$ cat src/rtl/wormhole_switch_allocator.sv
// Per-output round-robin switch allocator with wormhole locking and credit gating.
// Drives input-buffer dequeue (grant_o) and crossbar selects (sel_o) for a 5-port mesh router.
//
// state     | meaning
// ----------|------------------------------------------------------------
// ST_IDLE   | output free; round-robin search among eligible requesters
// ST_LOCKED | output owned by `owner` until that input's tail flit passes
module wormhole_switch_allocator #(
   parameter int NUM_PORTS  = 5,
   parameter int CREDIT_W   = 3,
   parameter int MAX_CREDIT = 4
) (
   input  logic                            clk,
   input  logic                            rst,
   input  logic [NUM_PORTS-1:0]            req_i,
   input  logic [NUM_PORTS*NUM_PORTS-1:0]  dest_i,
   input  logic [NUM_PORTS-1:0]            tail_i,
   input  logic [NUM_PORTS-1:0]            credit_inc_i,
   output logic [NUM_PORTS-1:0]            grant_o,
   output logic [3*NUM_PORTS-1:0]          sel_o,
   output logic [NUM_PORTS-1:0]            out_valid_o,
   output logic [NUM_PORTS-1:0]            lock_o,
   output logic [CREDIT_W*NUM_PORTS-1:0]   credit_o,
   output logic                            err_o
);
   localparam int                   IDX_W      = 3;
   localparam logic [IDX_W-1:0]     SEL_IDLE   = '1;
   localparam logic [0:0]           ST_IDLE    = 1'b0;
   localparam logic [0:0]           ST_LOCKED  = 1'b1;
   localparam logic [CREDIT_W-1:0]  CREDIT_MAX = CREDIT_W'(MAX_CREDIT);

   logic [0:0]           state  [NUM_PORTS];
   logic [IDX_W-1:0]     owner  [NUM_PORTS];
   logic [IDX_W-1:0]     rr_ptr [NUM_PORTS];
   logic [CREDIT_W-1:0]  credit [NUM_PORTS];
   logic                 err_q;

   logic [NUM_PORTS-1:0] dest_ok;
   logic [NUM_PORTS-1:0] bad_req;
   logic [NUM_PORTS-1:0] cand [NUM_PORTS];
   logic [NUM_PORTS-1:0] win_valid;
   logic [IDX_W-1:0]     win [NUM_PORTS];
   logic [NUM_PORTS-1:0] sat;

   function automatic logic [IDX_W-1:0] wrap_inc(input logic [IDX_W-1:0] v);
      return (int'(v) == NUM_PORTS - 1) ? '0 : v + 1'b1;
   endfunction

   // cand[j][i]: input i has a well-formed request aimed at output j
   always_comb begin
      for (int i = 0; i < NUM_PORTS; i++) begin
         dest_ok[i] = $onehot(dest_i[NUM_PORTS*i +: NUM_PORTS]);
         bad_req[i] = req_i[i] & ~dest_ok[i];
      end
      for (int j = 0; j < NUM_PORTS; j++) begin
         for (int i = 0; i < NUM_PORTS; i++) begin
            cand[j][i] = req_i[i] & dest_ok[i] & dest_i[NUM_PORTS*i + j];
         end
      end
   end

   // One-hot dest guarantees an input appears in at most one cand row, so no double grants.
   always_comb begin
      int               p;
      logic [IDX_W-1:0] idx;
      p   = 0;
      idx = '0;
      for (int j = 0; j < NUM_PORTS; j++) begin
         win_valid[j] = 1'b0;
         win[j]       = SEL_IDLE;
         if (!rst && credit[j] != '0) begin
            if (state[j] == ST_LOCKED) begin
               if (cand[j][owner[j]]) begin
                  win_valid[j] = 1'b1;
                  win[j]       = owner[j];
               end
            end else begin
               for (int k = 0; k < NUM_PORTS; k++) begin
                  p = int'(rr_ptr[j]) + k;
                  if (p >= NUM_PORTS) p = p - NUM_PORTS;
                  idx = IDX_W'(p);
                  if (!win_valid[j] && cand[j][idx]) begin
                     win_valid[j] = 1'b1;
                     win[j]       = idx;
                  end
               end
            end
         end
         sat[j] = credit_inc_i[j] & ~win_valid[j] & (credit[j] == CREDIT_MAX);
      end
   end

   always_comb begin
      grant_o     = '0;
      sel_o       = '1;
      out_valid_o = '0;
      lock_o      = '0;
      credit_o    = '0;
      for (int j = 0; j < NUM_PORTS; j++) begin
         out_valid_o[j] = win_valid[j];
         lock_o[j]      = (state[j] == ST_LOCKED);
         if (state[j] == ST_LOCKED) sel_o[3*j +: 3] = owner[j];
         else if (win_valid[j])     sel_o[3*j +: 3] = win[j];
         if (win_valid[j]) grant_o[win[j]] = 1'b1;
         credit_o[CREDIT_W*j +: CREDIT_W] = credit[j];
      end
   end

   assign err_o = err_q;

   always_ff @(posedge clk or posedge rst) begin
      if (rst) begin
         for (int j = 0; j < NUM_PORTS; j++) begin
            state[j]  <= ST_IDLE;
            owner[j]  <= '0;
            rr_ptr[j] <= '0;
            credit[j] <= CREDIT_MAX;
         end
         err_q <= 1'b0;
      end else begin
         for (int j = 0; j < NUM_PORTS; j++) begin
            // While locked the owner is also the last winner, so rr_ptr stays at owner+1.
            if (win_valid[j]) begin
               rr_ptr[j] <= wrap_inc(win[j]);
               owner[j]  <= win[j];
               state[j]  <= tail_i[win[j]] ? ST_IDLE : ST_LOCKED;
            end
            if (credit_inc_i[j] && !win_valid[j]) begin
               if (credit[j] != CREDIT_MAX) credit[j] <= credit[j] + 1'b1;
            end else if (!credit_inc_i[j] && win_valid[j]) begin
               credit[j] <= credit[j] - 1'b1;
            end
         end
         err_q <= err_q | (|bad_req) | (|sat);
      end
   end
endmodule
$ cat config.mk
export PLATFORM = sky130hd
export DESIGN_NAME = wormhole_switch_allocator
export DESIGN_NICKNAME = d
export VERILOG_FILES = /design/src/rtl/wormhole_switch_allocator.sv
export SDC_FILE = /design/constraint.sdc
export NUM_CORES = 1
export LEC_CHECK = 0
export BUFFER_PORTS_ARGS = -buffer_cell sky130_fd_sc_hd__buf_2
export CORE_MARGIN = 1.5
export CORE_UTILIZATION = 60
export CTS_CLUSTER_DIAMETER = 80
export CTS_CLUSTER_SIZE = 8
export DETAILED_ROUTE_END_ITERATION = 12
export GPL_TIMING_DRIVEN = 1
export PLACE_DENSITY = 0.77
export SKIP_LAST_GASP = 1
export SLEW_MARGIN = 20
export SYNTH_ARGS = -nofsm -noshare
export SYNTH_HDL_FRONTEND = slang
export SYNTH_SLANG_ARGS = --single-unit
$ cat constraint.sdc
create_clock -name clk -period 12.2 [get_ports clk]
set_input_delay 0.61 -clock clk [delete_from_list [all_inputs] [get_ports clk]]
set_output_delay 0.61 -clock clk [all_outputs]
set_load 0.005 [all_outputs]
==> results.md, run 1 <==
* Max clock buf depth at 2
* CTS tree: built
* Post-Synth Adder-Cell Area at 11.9%
* M3 GR Usage at 4.58%
* RSZ-0062 raised after global routing: false
* Async set-reset flop share out of synthesis at 100%
* Post-route minimum period at 6.56 ns
* Post-synth design cell area at 9010 um^2
* Relative slew slack at 30.7%
* Mapped Cells at 1,183
* Number of buffers created by CTS at 5
* Initial drt markers at 835
* GPL Wtd Cong at 0.988
* Final Hold Viols at 0
* Most used routing layer in global routing: met2
* Worst hold path class: in -> async
* Status: complete, no violations
* Mapped Nets at 1,299
* Worst VDD drop at 0.181 mV
* CP endpoint kind: output pin
* Layout area overhead at 7.64%
* Pwr dens at 256 nW/um^2
* Largest net degree at the start of global routing at 36
* Core area at 14,600 um^2
* Routed Antenna Nets at 0
* Die area at 15,800 um^2
* H-tree depth at 2
* Main combinational cell family by area after synthesis: compound AO/OA/AOI/OAI gates
* Setup TNS at 0 ns
* DR pass1 iterations at 5
* Post-synthesis xor/xnor area fraction at 2.63%
* Design area at 9690 um^2
* Detailed Route WL at 27,200 um
* Clock slew at reported path FFs at 0.07 ns
* Num rows at 44
* Grt ovf at 0
* Routed vias at 9,548
* Post-synth EDFFs at 0
* Initial antenna violation count at 2
* Share of cells above drive strength 1 at 14.5%
* Max-slew violation count at 0
* Post-DP Area at 9530 um^2
* LEAKAGE at 0.00416 uW
* Root buffer cell: clkbuf_16
* Seq cells post-synth at 51
* Sink Count at 51
* Met2 Use GR at 55.2%
* Crit share post-route at 53.7%
* Startpoint type of the worst setup path: register
* Multiplexer share of the synthesized area at 9.53%
* Skew-Pair Late Insertion Delay at 0.31 ns
* Avg WL per Cell at 19.0 um
* Vias per Instance at 6.67
* Yosys cell types at 98
* Port-buffer cells at 87
* R2r setup slk at 6.53 ns
* Top FF cell, synth: dfrtp_1
* Cts repair resizes at 0
* Fraction of the yosys area taken by sequential cells at 14.2%
* Worst Setup Path Type: reg -> out
* Worst-case clock skew at 0.00591 ns
* Max Fclk at 0.153 GHz
* M1 GR Usage at 46.5%
* First-pass GRT wire length at 44,300 um
* Gr usage total at 34.1%
* Worst reg-to-reg path cell count at 15
* Crit path max fanout at 29
* Compound-gate portion of the synthesized area at 28.5%
* Dpl hpwl at 21,400 um
* Vias in the first global route at 8,819
* Least-Margin Pin Slew at 1.01 ns
* DRC viols at 0
* Ports at 88
* Chip width at 126 um
* Postcts setup bufs at 0
* # hold bufs at CTS at 0
* DIE HEIGHT at 126 um
* Initial core utilization at 61.7%
* Syn Area/Cell at 7.61 um^2
* Worst Path Required at 11.59 ns
* Endpoints failing setup at 0
* Syn. warnings at 0
* MaxCap Viol Count at 0
* Post-Synth Simple-Gate Area at 25.8%
* WP data arrival at 5.95 ns
* Net count, final at 1,359
[cell usage after synthesis, types with 7 or more instances]
cell type	n	share of area, %
or3_1	11	0.76
o211ai_1	27	2.3
o21a_1	14	1.2
xnor2_1	21	2.0
nor2_1	113	4.7
nand3_1	41	2.3
fa_1	20	4.4
mux4_2	12	3.0
nor4_1	18	1.3
nand2b_1	16	1.1
a21o_1	10	0.83
a211oi_1	8	0.67
o21ai_0	56	3.1
o31ai_1	11	0.92
ha_1	54	7.5
buf_2	8	0.44
a31oi_1	15	1.0
nand4_1	9	0.63
and3_1	12	0.83
a31o_2	8	0.78
mux2_2	12	1.5
and3b_1	7	0.68
a211o_1	11	1.1
o22ai_1	18	1.3
nand2_1	93	3.9
inv_1	118	4.9
nor2b_1	27	1.9
a21oi_1	76	4.2
nor3_1	33	1.8
and2_1	15	1.0
a32oi_1	9	0.88
clkbuf_1	23	0.96
dfrtp_1	46	13
mux2i_1	40	4.4
a311o_1	7	0.78
or2_2	8	0.56
[layer usage]
metal,up-vias,part of all wire [%]
li1,4523,-
met2,473,47
met5,-,0
met4,0,3.1
met3,70,7.9
met1,4482,42
[worst paths after layout]
check	startpoint	to
worst max-delay path	rr_ptr[0]	grant_o[2]
worst min-delay path	rst	rr_ptr[11]
worst max register to register	rr_ptr[0]	rr_ptr[2]
worst min register to register	credit_o[2]	credit_o[2]
max in group asynchronous	rst	credit_o[14]
min in group clk	credit_o[2]	credit_o[2]
[flip-flops by register name (all words and copies together) (netlist names)]
signal	cells
err_o	1
rr_ptr	15
lock_o	5
owner	15
credit_o	15
[power by group]
group	internal, uW	leakage, uW	switching, uW	total (uW)
clock	87.6	0.0000762	70.0	158
sequential	251	0.000581	186	436
combinational	767	0.00350	1120	1890
total	1110	0.00416	1380	2480
[cells in the final DEF (no fill, tap or decap), drive strengths merged, types with 7 or more instances in the layout]
master	count
inv	119
nor2	113
nand2	95
buf	95
a21oi	76
o21ai	61
ha	54
dfrtp	46
nand3	42
mux2i	40
nor3	33
nor2b	27
o211ai	27
xnor2	21
fa	20
nor4	20
o22ai	18
and2	17
nand2b	16
a31oi	16
o21a	14
mux4	14
o31ai	13
mux2	12
and3	12
or3	11
a211o	11
a21o	10
nand4	9
a32oi	9
or2	9
a31o	8
a211oi	8
nor4b	8
and3b	7
a311o	7
clkbuf	7
[cell type report]
type	instances	area [um^2]
timing repair buffer	95	495
tap	184	230
clock inverter	1	7.51
fill	1327	4890
clock buffer	7	153
multi-input combinational	969	7060
antenna	3	7.51
sequential	51	1280
inverter	121	457
[through the flow]
stage | hold slack (ns) | total power, uW | utilization (%) | setup slack [ns] | std cells
2_1_floorplan | 0.485 | 1830 | - | 7.01 | 1183
3_3_place_gp | 0.500 | 2260 | 65.3 | 6.05 | 1420
3_5_place_dp | 0.497 | 2270 | 65.3 | 6.02 | 1420
4_1_cts | 0.443 | 2440 | 66.4 | 5.81 | 1428
5_1_grt | 0.455 | 2700 | 66.4 | 5.21 | 1429
6_report | 0.456 | 2480 | 66.4 | 5.64 | 1431
[worst max-delay path, stage by stage, from the launching register on]
cell,delay [ns]
dfrtp_1,0.97
clkinv_1,0.56
ha_1,0.63
nor2b_1,0.24
a41oi_1,0.35
nand2_1,0.18
a311oi_1,0.55
o221a_2,0.32
nand2b_1,0.15
o41ai_1,0.45
a211o_1,0.35
inv_1,0.16
a222oi_1,0.40
o211ai_1,0.16
buf_2,0.15
[cell families after synthesis]
| family | after synthesis |
|---|---|
| buf+inv | 163 |
| simple gates | 441 |
| fa+ha+maj | 74 |
| mux | 66 |
| compound gates | 361 |
| flops | 51 |
| xor+xnor | 27 |
Power figures use the tool's default switching activity.
==> run 2: changes to the inputs <==
Clock period 12.2 ns to 6.6 ns, I/O delays scaled along.
==> run 2 against run 1 <==
  * Via count is 0.30% lower
  * Sequential power is 83% higher
  * Clock power is 84% higher
  * Core utilization hardly changed
  * Largest cell class unchanged
  * Sequential share of layout area hardly changed
  * Global-route usage is 1.0 points higher
  * Cell count stayed put
  * Clock-buffer cell count is 2 lower
  * Design area hardly changed
  * Non-clock buffer count is 2 higher
  * Total power is 85% higher
  * Critical path type unchanged
  * Setup slack worse by 4.8 ns
==> results.md, run 2 (synthesis gave the netlist of run 1 again) <==
* Skew-Pair Late Insertion Delay at 0.31 ns
* Detailed Route WL at 27,600 um
* Vias in the first global route at 8,740
* Initial antenna violation count at 1
* CTS tree: built
* Net count, final at 1,361
* CP endpoint kind: output pin
* Num rows at 44
* Max-slew violation count at 0
* Chip width at 126 um
* Design area at 9700 um^2
* Dpl hpwl at 21,700 um
* Ports at 88
* Pwr dens at 473 nW/um^2
* Routed Antenna Nets at 0
* Worst hold path class: in -> async
* Gr usage total at 35.1%
* Layout area overhead at 7.67%
* LEAKAGE at 0.00416 uW
* Endpoints failing setup at 0
* WP data arrival at 5.47 ns
* MaxCap Viol Count at 0
* Worst Setup Path Type: reg -> out
* Grt ovf at 0
* Die area at 15,800 um^2
* Clock slew at reported path FFs at 0.08 ns
* Worst-case clock skew at 0.00394 ns
* Setup TNS at 0 ns
* Reg-to-reg startpoint: rr_ptr[0]
* Post-DP Area at 9540 um^2
* Relative slew slack at 37.1%
* Root buffer cell: clkbuf_16
* Initial drt markers at 967
* Crit path max fanout at 29
* # hold bufs at CTS at 0
* Max Fclk at 0.172 GHz
* Share of cells above drive strength 1 at 14.6%
* First-pass GRT wire length at 45,300 um
* Max clock buf depth at 2
* Crit share post-route at 87.9%
* Post-route minimum period at 5.80 ns
* Port-buffer cells at 87
* H-tree depth at 2
* Final Hold Viols at 0
* Number of buffers created by CTS at 5
* Final worst slack at 0.796 ns
* Worst Path Required at 6.27 ns
* Vias per Instance at 6.65
* Least-Margin Pin Slew at 0.943 ns
* DRC viols at 0
* Avg WL per Cell at 19.3 um
* Cts repair resizes at 0
* RSZ-0062 raised after global routing: false
* Postcts setup bufs at 0
* Startpoint type of the worst setup path: register
* DR pass1 iterations at 7
* Fin util at 66.5%
* Commonest non-fill, non-tap cell in the layout: inv_1
* Status: complete, no violations
* Worst VDD drop at 0.415 mV
* DIE HEIGHT at 126 um
* Filler cells at 1,327
* GPL Wtd Cong at 1.03
* Initial core utilization at 61.7%
* Pre-CTS setup slack at 1.04 ns
* CP startpoint: rr_ptr[0]
* Commonest cells after routing, fill and taps aside: inv_1 (117), nor2_1 (113), nand2_1 (93), buf_2 (87), a21oi_1 (76)
* Core area at 14,600 um^2
* Sink Count at 51
* Routed vias at 9,519
* Largest net degree at the start of global routing at 46
run 2: cell type report:
class                           instances  area [um^2]  area share, %
Inverter                              121          457           4.71
Clock buffer                            5          125           1.29
Antenna cell                            1         2.50         0.0258
Tap cell                              184          230           2.37
Clock inverter                          3         27.5          0.284
Timing Repair Buffer                   97          510           5.26
Sequential cell                        51         1280           13.2
Multi-Input combinational cell        969         7060           72.8
run 2: path summary, 6_finish.rpt:
kind                            slack [ns]  cells past startpoint      endpoint
worst max-delay path                  0.80                     15    grant_o[2]
worst min-delay path                  0.04                      2      owner[7]
worst max register to register        1.39                     16     rr_ptr[2]
worst min register to register        0.52                      2   credit_o[2]
max in group asynchronous             5.68                      3   credit_o[0]
min in group clk                      0.38                      3  credit_o[10]
run 2: per-stage QoR:
stage	hold WS [ns]	total power [uW]	instances
2_1_floorplan	0.485	3370	1183
3_3_place_gp	0.374	4180	1422
3_5_place_dp	0.375	4210	1422
4_1_cts	0.0322	4510	1430
5_1_grt	0.0636	5000	1431
6_report	0.0420	4590	1431
run 2: per-layer routing:
metal	global-route usage (%)	share of wire (%)	vias up
li1	-	-	4528
met1	50.7	44	4471
met2	53.4	44	458
met3	4.49	7.9	62
met4	13.2	3.5	0
met5	0	0	-
run 2: worst max-delay path, cell delays in order (launching register included):
cell      delay [ns]
dfrtp_1         0.96
clkinv_1        0.15
buf_4           0.22
ha_1            0.51
nor2b_1         0.25
a41oi_1         0.36
nand2_1         0.18
a311oi_1        0.46
o221a_2         0.30
nand2b_1        0.14
o41ai_1         0.40
a211o_1         0.36
inv_1           0.16
a222oi_1        0.37
o211ai_1        0.16
buf_2           0.15
run 2: where the power goes:
part	switching, uW	internal (uW)	total [uW]
clock	145	145	291
sequential	337	463	800
combinational	2080	1420	3500
total	2560	2030	4590
==> run 3: changes to the inputs <==
Settings changed: CELL_PAD_IN_SITES_DETAIL_PLACEMENT set to 1, CELL_PAD_IN_SITES_GLOBAL_PLACEMENT set to 1, CORE_UTILIZATION 60 to 46, PLACE_DENSITY 0.77 to 0.79.
==> run 3 against run 2 <==
  * Non-clock buffer count increased by 5
  * Combinational power increased by 5%
  * Sequential share of layout area decreased by 0.16 points
  * Core utilization decreased by 15 points
  * Clock power decreased by 3%
  * Critical endpoint is now grant_o[3]
  * Largest power group unchanged
==> results.md, run 3 (synthesis gave the netlist of run 1 again) <==
* Clock slew at reported path FFs at 0.08 ns
* Share of cells above drive strength 1 at 14.9%
* Skew-Pair Late Insertion Delay at 0.31 ns
* DRC viols at 0
* Die area at 20,400 um^2
* DR pass1 iterations at 5
* Gr usage total at 31.5%
* Layout Cells excl Fill at 1,511
* Crit-path cells: buf_2 -> inv_1 -> fa_1 -> fa_1 -> inv_1 -> ha_1 -> nor4b_4 -> nand2_1 -> o211ai_1 -> o211a_1 -> o311ai_0 -> a2111oi_0 -> a31o_2 -> nor4b_1 -> a221oi_1 -> o211ai_1 -> buf_2
* CP startpoint: dest_i[1]
* Largest stage delay on the critical path at 0.96 ns
* Routed Antenna Nets at 0
* Setup TNS at 0 ns
* CP endpoint kind: output pin
* Design area at 9820 um^2
* Startpoint type of the worst setup path: input pin
* DIE HEIGHT at 143 um
* # hold bufs at CTS at 0
* Root buffer cell: clkbuf_16
* Detailed Route WL at 31,800 um
* Post-Place Cells at 1,503
* Routed vias at 9,649
* Grt ovf at 0
* First-pass GRT wire length at 50,800 um
* Multi-input gate area at 7060 um^2
* Initial drt markers at 835
* Pwr dens at 482 nW/um^2
* Vias per Instance at 6.39
* # diodes at 0
* Commonest cells after routing, fill and taps aside: inv_1 (117), nor2_1 (113), nand2_1 (93), buf_2 (87), a21oi_1 (76)
* Least-Margin Pin Slew at 1.09 ns
* Max clock buf depth at 2
* Reg-to-reg startpoint: rr_ptr[9]
* Worst hold path class: in -> async
* Port-buffer cells at 87
* LEAKAGE at 0.00419 uW
* Postcts setup bufs at 0
* Max Fclk at 0.167 GHz
* Commonest non-fill, non-tap cell in the layout: inv_1
* Dpl hpwl at 25,500 um
* Post-route minimum period at 5.99 ns
* GPL Wtd Cong at 0.955
* Worst-case clock skew at 0.00646 ns
* H-tree depth at 2
* Sink Count at 51
* Number of buffers created by CTS at 5
* Relative slew slack at 27.3%
* WP data arrival at 5.66 ns
* Ports at 88
* MaxCap Viol Count at 0
* Pre-CTS setup slack at 0.679 ns
* Core area at 19,000 um^2
* Avg WL per Cell at 21.1 um
* Initial antenna violation count at 0
* Status: complete, no violations
* Worst reg-to-reg path cell count at 16
* Worst VDD drop at 0.364 mV
* Worst Setup Path Type: in -> out
* Final Hold Viols at 0
* Layout area overhead at 9.02%
* Fin util at 51.8%
* Final worst slack at 0.613 ns
* Max-slew violation count at 0
* Critical path's slowest cell: nor4b_4
* Filler cells at 2,426
* Endpoints failing setup at 0
* Crit path max fanout at 17
* Largest net degree at the start of global routing at 29
* Chip width at 143 um
* CTS tree: built
* Crit share post-route at 90.7%
* Worst Path Required at 6.27 ns
* Net count, final at 1,366
* Cts repair resizes at 0
* Vias in the first global route at 9,437
* Reg area at 1280 um^2
* RSZ-0062 raised after global routing: false
* Post-DP Area at 9670 um^2
* Num rows at 50
* Initial core utilization at 47.5%
[run 3: changes by cell type in the layout (fill, tap and decap cells not counted)]
cell	change
diode_2	-1
clkinv_2	+2
buf_4	+5
clkinvlp_4	-1
inv_8	-1
[run 3: critical path: cells and delay by family]
family | cells | cell delay, ns
simple gates | 3 | 1.44
compound gates | 7 | 2.30
buf+inv | 4 | 0.44
fa+ha+maj | 3 | 1.13
[run 3: power breakdown]
part | total [uW] | internal, uW | switching [uW] | leakage (uW)
logic | 3670 | 1440 | 2230 | 0.00354
registers | 777 | 464 | 314 | 0.000581
clock network | 281 | 141 | 139 | 0.0000740
[run 3: area by class of cell]
type | instances | share of cell area (%)
clock inverters | 3 | 0.191
multi-input cells | 969 | 71.9
well taps | 260 | 3.31
repair buffers | 102 | 5.58
inverters | 121 | 4.65
clock buffers | 5 | 1.27
flip-flops and latches | 51 | 13.1
[run 3: layer usage]
metal | global-route usage, % | vias to the layer above | part of all wire (%)
met4 | 10.3 | 0 | 3.0
li1 | - | 4537 | -
met2 | 52.6 | 274 | 47
met5 | 0 | - | 0
met3 | 2.68 | 55 | 4.5
met1 | 43.0 | 4783 | 45
[run 3: final timing paths]
path                                    end  slack (ns)
worst max-delay path             grant_o[3]        0.61
worst min-delay path              lock_o[2]        0.23
worst max register to register  credit_o[4]        1.43
worst min register to register  credit_o[2]        0.54
max in group asynchronous       credit_o[5]        5.50
min in group clk                credit_o[3]        0.39
[run 3: per-stage QoR]
step	total power [uW]	hold slack (ns)
after floorplan	3370	0.485
after global placement	4260	0.497
after detailed placement	4370	0.527
after CTS	4680	0.235
after global routing	5140	0.272
final	4730	0.226
